[config.mk]
export PLATFORM = sky130hd
export DESIGN_NAME = store_buffer
export DESIGN_NICKNAME = d
export VERILOG_FILES = /design/src/rtl/store_buffer.sv
export SDC_FILE = /design/constraint.sdc
export NUM_CORES = 1
export LEC_CHECK = 0
export CAP_MARGIN = 20
export CORE_ASPECT_RATIO = 1.25
export CORE_UTILIZATION = 45
export DETAILED_ROUTE_END_ITERATION = 8
export DONT_BUFFER_PORTS = 1
export HOLD_SLACK_MARGIN = 0.1
export PLACE_DENSITY = 0.68
export SKIP_CTS_REPAIR_TIMING = 1
export SYNTH_ARGS = -nofsm -noshare
export SYNTH_HDL_FRONTEND = slang
export SYNTH_SLANG_ARGS = --single-unit
[constraint.sdc]
create_clock -name SYS_clk -period 5.9 [get_ports SYS_clk]
set_input_delay 0.295 -clock SYS_clk [delete_from_list [all_inputs] [get_ports SYS_clk]]
set_output_delay 0.295 -clock SYS_clk [all_outputs]
set_load 0.02 [all_outputs]
[src/rtl/store_buffer.sv]
// Store buffer: DEPTH-entry FIFO draining one store per free memory cycle (first write two edges after accept),
// ST_ready drops when full; combinational load hazard check, optional forwarding under STORE_BUFFER_FORWARD_EN.
module store_buffer #(
  parameter int DEPTH = 4
) (
  input  logic        SYS_clk,
  input  logic        SYS_reset,
  input  logic        ST_valid,
  output logic        ST_ready,
  input  logic [31:0] ST_address,
  input  logic [31:0] ST_data,
  input  logic [1:0]  ST_length,
  input  logic [31:0] LD_address,
  input  logic [1:0]  LD_length,
  output logic        LD_hazard,
  output logic        LD_fwd_valid,
  output logic [31:0] LD_fwd_data,
  input  logic        MEM_busy,
  output logic [1:0]  MEM_write_length,
  output logic [31:0] MEM_write_address,
  output logic [31:0] MEM_write_data,
  output logic        SB_empty
);

  localparam int PW = (DEPTH > 1) ? $clog2(DEPTH) : 1;
  localparam int CW = PW + 1;

  logic [31:0]   r_q_addr [DEPTH];
  logic [31:0]   r_q_data [DEPTH];
  logic [1:0]    r_q_len  [DEPTH];
  logic [PW-1:0] r_wr_ptr;
  logic [PW-1:0] r_rd_ptr;
  logic [CW-1:0] r_count;
  logic [1:0]    r_wr_len;
  logic [31:0]   r_wr_addr;
  logic [31:0]   r_wr_data;

  logic          w_push;
  logic          w_pop;
  logic          w_any_hit;
  logic [PW-1:0] w_idx;

  // Byte sets are [addr, addr+N-1] modulo 2^32; they intersect iff either start lies inside the other set.
  function automatic logic f_overlap(input logic [31:0] a1, input logic [1:0] l1,
                                     input logic [31:0] a2, input logic [1:0] l2);
    logic [31:0] n1;
    logic [31:0] n2;
    logic [31:0] d12;
    logic [31:0] d21;
    n1  = (l1 == 2'b11) ? 32'd4 : {30'd0, l1};
    n2  = (l2 == 2'b11) ? 32'd4 : {30'd0, l2};
    d12 = a1 - a2;
    d21 = a2 - a1;
    return (l1 != 2'b00) && (l2 != 2'b00) && ((d12 < n2) || (d21 < n1));
  endfunction

  assign ST_ready = (r_count < CW'(DEPTH));
  assign w_push   = ST_valid && ST_ready && (ST_length != 2'b00);
  assign w_pop    = !MEM_busy && (r_count != '0);

  always_ff @(posedge SYS_clk) begin
    if (w_push) begin
      r_q_addr[r_wr_ptr] <= ST_address;
      r_q_data[r_wr_ptr] <= ST_data;
      r_q_len[r_wr_ptr]  <= ST_length;
    end
  end

  always_ff @(posedge SYS_clk or negedge SYS_reset) begin
    if (!SYS_reset) begin
      r_wr_ptr  <= '0;
      r_rd_ptr  <= '0;
      r_count   <= '0;
      r_wr_len  <= 2'b00;
      r_wr_addr <= '0;
      r_wr_data <= '0;
    end else begin
      if (w_push) r_wr_ptr <= r_wr_ptr + 1'b1;
      if (w_pop)  r_rd_ptr <= r_rd_ptr + 1'b1;
      case ({w_push, w_pop})
        2'b10:   r_count <= r_count + 1'b1;
        2'b01:   r_count <= r_count - 1'b1;
        default: r_count <= r_count;
      endcase
      if (w_pop) begin
        r_wr_len  <= r_q_len[r_rd_ptr];
        r_wr_addr <= r_q_addr[r_rd_ptr];
        r_wr_data <= r_q_data[r_rd_ptr];
      end else begin
        r_wr_len  <= 2'b00;
      end
    end
  end

  assign MEM_write_length  = r_wr_len;
  assign MEM_write_address = r_wr_addr;
  assign MEM_write_data    = r_wr_data;
  assign SB_empty          = (r_count == '0) && (r_wr_len == 2'b00);

`ifdef STORE_BUFFER_FORWARD_EN
  logic [31:0] w_young_addr;
  logic [31:0] w_young_data;
  logic [1:0]  w_young_len;
  logic        w_match;

  function automatic logic [31:0] f_mask(input logic [1:0] len);
    case (len)
      2'b01:   return 32'h0000_00FF;
      2'b10:   return 32'h0000_FFFF;
      default: return 32'hFFFF_FFFF;
    endcase
  endfunction
`endif

  // Walk oldest (in-flight write) to youngest queued entry so the last hit is the youngest overlap.
  always_comb begin
    w_any_hit = f_overlap(r_wr_addr, r_wr_len, LD_address, LD_length);
    w_idx     = r_rd_ptr;
`ifdef STORE_BUFFER_FORWARD_EN
    w_young_addr = r_wr_addr;
    w_young_data = r_wr_data;
    w_young_len  = r_wr_len;
`endif
    for (int k = 0; k < DEPTH; k++) begin
      w_idx = r_rd_ptr + PW'(k);
      if ((CW'(k) < r_count) &&
          f_overlap(r_q_addr[w_idx], r_q_len[w_idx], LD_address, LD_length)) begin
        w_any_hit = 1'b1;
`ifdef STORE_BUFFER_FORWARD_EN
        w_young_addr = r_q_addr[w_idx];
        w_young_data = r_q_data[w_idx];
        w_young_len  = r_q_len[w_idx];
`endif
      end
    end
  end

`ifdef STORE_BUFFER_FORWARD_EN
  assign w_match      = w_any_hit && (w_young_addr == LD_address) && (w_young_len == LD_length);
  assign LD_fwd_valid = w_match;
  assign LD_fwd_data  = w_match ? (w_young_data & f_mask(w_young_len)) : 32'd0;
  assign LD_hazard    = w_any_hit && !w_match;
`else
  assign LD_fwd_valid = 1'b0;
  assign LD_fwd_data  = 32'd0;
  assign LD_hazard    = w_any_hit;
`endif

endmodule

==> summary.md, run 1 <==
The post-detailed-route DRC marker count was 0; the headroom to the max-slew limit was 0.306. The tools report the aggregate global-route resource usage as 0.402. The final reports fail on setup timing. The most used flip-flop cell after synthesis is edfxtp_1. For this run, the detailed router's first-pass iteration total came to 5. The analysis attributes to cell leakage a power of 0.0171 µW. The detailed placement HPWL is 123,000 µm. On the critical path the largest part of the delay comes from simple AND/OR/NAND/NOR gates. In this run the critical register-to-register path is captured at r_count[2].

The met1 demand-to-capacity share in global routing was 0.437. TritonCTS built the clock tree. The count of nets left with antenna violations once routing finished came out at 0. The flow ran to the end, but the final reports show violations.

After detailed routing, the total wire length is 156,000 µm. The run gives 2.70 ns as the worst-case register-to-register setup slack. Summed over all layers, the global routing overflow is 0. The count of pins on the block boundary was 206. Based on the critical path, the design can be clocked at up to 0.156 GHz. In this run the clock root is driven by a clkbuf_16. The number of hold-slack violations in the final timing report was 0; the required time of the critical path was 5.61 ns. The H-tree was split into 2 levels. The number of instances in the synthesized netlist is 3,951. Counting flops with a built-in enable in the synthesized netlist gives 264.

The worst register-to-register path begins at r_count[2]. After floorplanning, the core was sized to cover 73,300 µm². For the number of antenna violations at the first check in global routing, the log shows 20.

The total area of multi-input combinational cells is 21,900 µm². Relative to the synthesized area, the layout overhead comes to 19.3%. The tools report the maximum number of pins on one net before global-route repair as 90.

The type of the worst setup path was reg2out. The die footprint was 75,200 µm². Across the run, the number of max-cap violations was 0.

The number of sinks driven by the clock tree was 337. The tools report the overall via count from detail_route as 33,700. Post-detailed-route wirelength per cell: 29.2 µm.

The worst hold path startpoint was ST_valid. The count of routing violations after the opening detailed-route iteration was 3,377. For the post-route worst setup slack, the log shows -0.524 ns. The worst hold path passes through 2 cells. The first-pass GRT wire length came out at 218,000 µm.

Met2 capacity usage during global routing: 0.651. The tools report the number of nets in the finished design as 4,805. Routing usage on met3: 0.125.

The combined area of all synthesized cells is 33,400 µm². In this run the most used layer during global routing was met2. The path type of the worst min-delay path is in2reg. Buffers inserted during clock tree synthesis total 36.

The clock transition at the register clock pins on the worst setup and hold paths after CTS is 0.05 ns. The worst clock skew on the final layout is 0.0578 ns. The library cell contributing the largest single delay on the critical path is mux4_2.

The async set-reset flop share out of synthesis was 0.217; the final setup violation count was 1. The die is 306 µm tall. Setup repair after global routing could not meet its margin everywhere. Input and output buffers added on the ports amount to 0. Walking the worst path, the cells encountered are buf_6, buf_8, buf_4, buf_4, mux4_2, nand2b_1, ha_1, o21a_1, o21ai_0, o311a_1, o2111ai_1, or4_1, or4_4, or4_4, o41ai_4, nor4_4, o311ai_2, buf_4. Power spread over the standard cell area amounts to 688 nW/µm².

The tools report the capturing element type of the critical path as a primary output. For this run, the slowest stage of the critical path takes 0.59 ns. The tools report the hold-critical path endpoint as r_wr_ptr[0].

Largest buffer count on any clock path: 3. The synthesized area divided by synthesized cell count came out at 8.44 µm². The most common cell type on the critical path was buf_4. The final period utilization was 1.09; the buffering stage count on the worst path with inverters included was 5. The worst register-to-register path has a depth of 9. Total number of placement rows: 111. Counting the fill cells in the layout gives 6,842.

The die is 246 µm wide. At the pin with the least slew margin, the transition time is 1.04 ns. For the number of global-route vias before repair, the log shows 32,300. The routed via count divided by cell count is 6.30. The maximum fanout count along the critical path works out to 14.

Summing all flip-flop and latch instances after layout gives 9760 µm². The data arrival time of the worst path is 6.13 ns. The fraction of layout cells with a size suffix above 1 was 0.179; the total count of max-transition violations in the final report was 0. The worst hold slack across all endpoints was 0.145 ns; the flip-flop and latch count after synthesis was 337. The congestion estimate from routability-driven global placement came to 1.07. The distinct cell type count after synthesis was 85; the worst-case vdd ir drop was 0.000417 V.

The time the final worst path needs with I/O delays and setup works out to 6.42 ns. For the share of synthesized area occupied by flip-flops and latches, the log shows 0.292. The count of synthesis-stage warnings from yosys was 0; the clock insertion delay at the later pin of the skew report was 0.60 ns. Before CTS, the worst setup slack after placement is -0.420 ns. The tools report the effective utilization at floorplan as 0.455. STA classifies the critical path startpoint as a flop.
[layout make-up]
type,instances,area share
antenna,13,0.000817
multi-input combinational,3128,0.550
timing repair buffer,580,0.119
sequential,337,0.245
inverter,269,0.0254
clock buffer,49,0.0246
tap,960,0.0302
clock inverter,15,0.00509
[power breakdown]
part | internal [µW] | switching, µW
Combinational | 8520 | 12800
Sequential | 3030 | 712
Clock | 1320 | 998
Total | 12900 | 14500
[per-stage QoR]
step                      utilization  TNS (ns)  instances  cell area, µm²  total power (µW)
after floorplan                     -         0       3983           33500             15800
after global placement          0.511    -0.472       5191           37500             24100
after detailed placement        0.511    -0.420       5191           37500             24000
after CTS                       0.527     -1.02       5255           38700             26400
after global routing            0.542    -0.566       5341           39800             28900
final                           0.543    -0.524       5351           39800             27400
[cells by family after synthesis]
kind of cell,after synthesis,synth area share
other,1,0.000112
adder cells (fa/ha/maj),349,0.133
multiplexers,216,0.0831
flip-flops,337,0.292
AO/OA/AOI/OAI,1231,0.229
AND/OR/NAND/NOR,1134,0.157
XOR/XNOR,165,0.0433
buffers and inverters,518,0.0624
[Yosys cell counts (40+ instances only)]
master | n | area, µm²
nand2_1 | 519 | 1950
o21ai_0 | 357 | 1790
a21oi_1 | 352 | 1760
ha_1 | 339 | 4240
inv_1 | 265 | 995
edfxtp_1 | 264 | 7930
nor2_1 | 202 | 758
clkbuf_1 | 173 | 649
mux2i_1 | 100 | 1000
xnor2_1 | 94 | 823
a21o_1 | 80 | 601
nand4_1 | 80 | 500
mux2_2 | 75 | 845
dfrtp_1 | 73 | 1830
xor2_1 | 71 | 622
nand3_1 | 70 | 350
o21a_1 | 56 | 420
a31oi_1 | 48 | 300
a211oi_1 | 46 | 345
or2_2 | 46 | 288
mux4_2 | 40 | 901
nor3_1 | 40 | 200
[registers in the layout (all words and copies together) (netlist names)]
name,count
r_count,3
r_q_data,128
r_rd_ptr,2
r_q_len,8
MEM_write_address,32
MEM_write_data,32
MEM_write_length,2
r_wr_ptr,2
r_q_addr,128
[cells in the final DEF, fill, tap and decap left out, drive strengths merged, types with 53 or more instances in the layout]
master       Yosys  routed
xnor2           94      94
o21ai          365     365
nand2          519     519
clkbuf         173      53
buf             76     508
mux2i          100     100
xor2            71      71
dfrtp           73      73
nand3           70      70
a21oi          352     352
mux2            75      75
nand4           80      80
dlygate4sd3      0      68
a21o            80      80
edfxtp         264     264
ha             339     339
nor2           202     202
inv            268     271
o21a            56      56
[worst max path at each step]
stage / slack, ns / cells after the start / start / end
after floorplan: 0.002 / 25 / r_rd_ptr[0] / LD_hazard
after global placement: -0.47 / 20 / r_rd_ptr[1] / LD_hazard
after detailed placement: -0.42 / 20 / r_rd_ptr[1] / LD_hazard
after CTS: -1.02 / 20 / r_rd_ptr[1] / LD_hazard
after global routing: -0.57 / 23 / r_rd_ptr[0] / LD_hazard
final: -0.52 / 18 / r_rd_ptr[0] / LD_hazard
[metal layers]
layer | vias up | wire [µm]
met5 | - | 146
met4 | 22 | 14100
met3 | 552 | 15700
met2 | 1843 | 71400
met1 | 16100 | 54700
li1 | 15100 | -
(Power assumes the default switching activity.)
==> run 2, diff against run 1 <==
Settings changed: CORE_UTILIZATION 45 to 35, PLACE_DENSITY 0.68 to 0.57.
==> run 2 against run 1 <==
The run still ends with setup timing left. First-iteration DRC count shrank 15%. Via count shrank 0.86%. Core utilization shrank 11 points. Final area grew 2.8%. Sequential power is essentially flat. Setup slack gained 0.23 ns. Critical path depth grew 3. Routed wire length grew 1.8%. Critical endpoint unchanged. Largest power group unchanged.
==> summary.md, run 2 (synthesis results as in run 1) <==
The flow ran to the end, but the final reports show violations. The checks that failed: setup timing. The number of nets in the finished design was 4,854; the number of sinks driven by the clock tree was 337. In this run the standard cell core region covers 94,400 µm². The library cells used most frequently in the layout, excluding fill and tap cells, are buf_4, nand2_1, a21oi_1. The share of total power in the clock network is 0.082. Data arrives at the worst endpoint at 5.90 ns. The aggregate routed wire length is 159,000 µm, and the maximum fanout count along the critical path is 11. The die is 347 µm tall. The run gives 9,494 as the number of fill cells in the layout. The critical path is of the reg2out type. The post-detailed-route wirelength per cell is 28.1 µm, and the proportion of power drawn by flip-flops and latches is 0.134. Global routing finished with a remaining overflow of 0.

The CTS buffer count is 36. For the headroom to the max-slew limit, the log shows 0.273. For the total count of max-transition violations in the final report, the log shows 0.

The first-pass detailed-route iteration total was 6; the post-route worst setup slack was -0.291 ns. The highest attainable clock frequency is 0.162 GHz. The most frequent standard cell in the layout excluding fill and tap cells is buf_4. The logs give -0.291 ns for the setup TNS and 0.59 ns for the clock insertion delay at the later pin of the skew report.

The number of hold-slack violations in the final timing report is 0, and the final setup violation count is 1. The tools report the maximum number of pins on one net before global-route repair as 96. The switching part of the total power was 0.529; the routability-driven placement congestion ratio was 1.05.

The run gives 0.319 as the aggregate global-route resource usage. The total net switching power came out at 14,800 µW. The path type of the worst min-delay path is in2reg. TritonCTS built the clock tree.

The largest buffer count on any clock path was 3. The time the final worst path needs with I/O delays and setup was 6.19 ns. Max-cap violations in this run came to 0. Once detail routing completed, the nets flagged for antenna violations numbered 0. The tree is rooted in a clkbuf_16. The H-tree generated during clock tree synthesis spans 2 levels. From left edge to right edge, the die measures 278 µm. The die covers 96,600 µm².

STA puts the critical path data required time at 5.61 ns. The internal power component is 13,200 µW, and the detailed placement HPWL is 128,000 µm. The largest registers in the layout are r_q_addr: 128 flops, r_q_data: 128 flops. Clock-pin slew was measured on the worst setup and hold paths at 0.06 ns.

The number of global-route vias before repair was 32,400. The worst-case IR drop observed on VDD is 0.000269 V. Count of pins on the block boundary: 206.

The first-pass GRT wire length is 224,000 µm, and the area growth from synthesis to layout is 22.6%. The post-detailed-route DRC marker count was 0. The logs give 21 for the number of antenna violations at the first check in global routing and 0.120 ns for the worst hold slack across all endpoints. The overall via count from detail_route was 33,400. The final period utilization works out to 1.05. The fraction of layout cells with a size suffix above 1 was 0.203.

Buffers placed on the I/O ports in this run total 0. Registers take 9760 µm². In this run the static leakage power is 0.0174 µW. The worst-margin pin slew is 1.09 ns, and the total number of placement rows is 126. With fillers left out, the area of the finished cells amounts to 40,900 µm². For the effective utilization at floorplan, the log shows 0.353.

The startpoint class of the critical path was a flop. The logic gate share of total power came out at 0.784. The first routing iteration left 2,875 violations. Clock skew on the completed layout was measured at 0.0465 ns. Capturing element type of the critical path: a primary output.

Power spread over the standard cell area amounts to 685 nW/µm². Setup repair after global routing could not meet its margin everywhere. Using the TritonRoute via totals, the vias-per-cell ratio works out to 5.91. The standard cell area after detailed placement was 38,200 µm²; the total area of multi-input combinational cells was 22,300 µm².
run 2: cell types whose count changed in the layout (fill, tap and decap cells not counted), moves of 7 or more:
cell,delta
ha_1,-8
o21ai_0,-15
nand2_2,+7
buf_6,+7
clkinv_1,+7
o21ai_1,+8
nand2_1,-8
buf_4,+41
run 2: layer usage:
metal | vias up | part of all wire | track usage
met5 | - | 0.0010 | 0
met4 | 24 | 0.088 | 0.234
met3 | 502 | 0.082 | 0.0799
met2 | 1531 | 0.47 | 0.535
met1 | 16100 | 0.36 | 0.350
li1 | 15300 | - | -
run 2: final timing paths:
kind	start	to	slack [ns]	cells after the start
worst min register to register	r_count[0]	r_count[0]	0.61	1
max in group asynchronous	SYS_reset	r_rd_ptr[1]	5.13	2
min in group asynchronous	SYS_reset	MEM_write_address[31]	0.29	2
worst max-delay path	r_rd_ptr[0]	LD_hazard	-0.29	21
worst max register to register	r_count[1]	MEM_write_address[11]	3.29	7
worst min-delay path	ST_valid	r_wr_ptr[0]	0.12	2
run 2: per-stage QoR:
| stage | instances | power (µW) | setup WS, ns | util |
|---|---|---|---|---|
| after floorplan | 3983 | 15800 | 0.00200 | - |
| after global placement | 5500 | 24500 | -0.392 | 0.405 |
| after detailed placement | 5500 | 24400 | -0.383 | 0.405 |
| after CTS | 5566 | 26800 | -1.02 | 0.417 |
| after global routing | 5647 | 29700 | -0.394 | 0.433 |
| final | 5652 | 28000 | -0.291 | 0.433 |
run 2: critical path: stages (launching register included):
cell and delay (ns):
dfrtp_4 0.51, buf_12 0.18, buf_12 0.13, buf_6 0.15, buf_4 0.18, mux2_2 0.36
o21ai_0 0.39, inv_1 0.09, ha_1 0.32, buf_4 0.21, o221ai_1 0.19, nor4_1 0.26
o2111ai_1 0.27, a2111oi_0 0.39, nand4_1 0.21, nor4_2 0.31, buf_4 0.16, nand4_1 0.15
nor4_2 0.41, nor4_4 0.14, o311ai_2 0.10, buf_4 0.20
run 2: cell type report:
cell class / instances / share of cell area
antenna: 7 / 0.000428
clock buffer: 44 / 0.0237
clock inverter: 22 / 0.00535
inverter: 269 / 0.0248
multi-input combinational: 3128 / 0.545
sequential: 337 / 0.239
tap: 1216 / 0.0372
timing repair buffer: 629 / 0.125
run 2: power groups by stage:
stage / clock network, µW / logic [µW] / registers (µW)
2_1_floorplan: 0 / 12300 / 3570
3_3_place_gp: 0 / 20700 / 3780
3_5_place_dp: 0 / 20600 / 3790
4_1_cts: 2310 / 20700 / 3750
5_1_grt: 2400 / 23500 / 3780
6_report: 2290 / 22000 / 3750
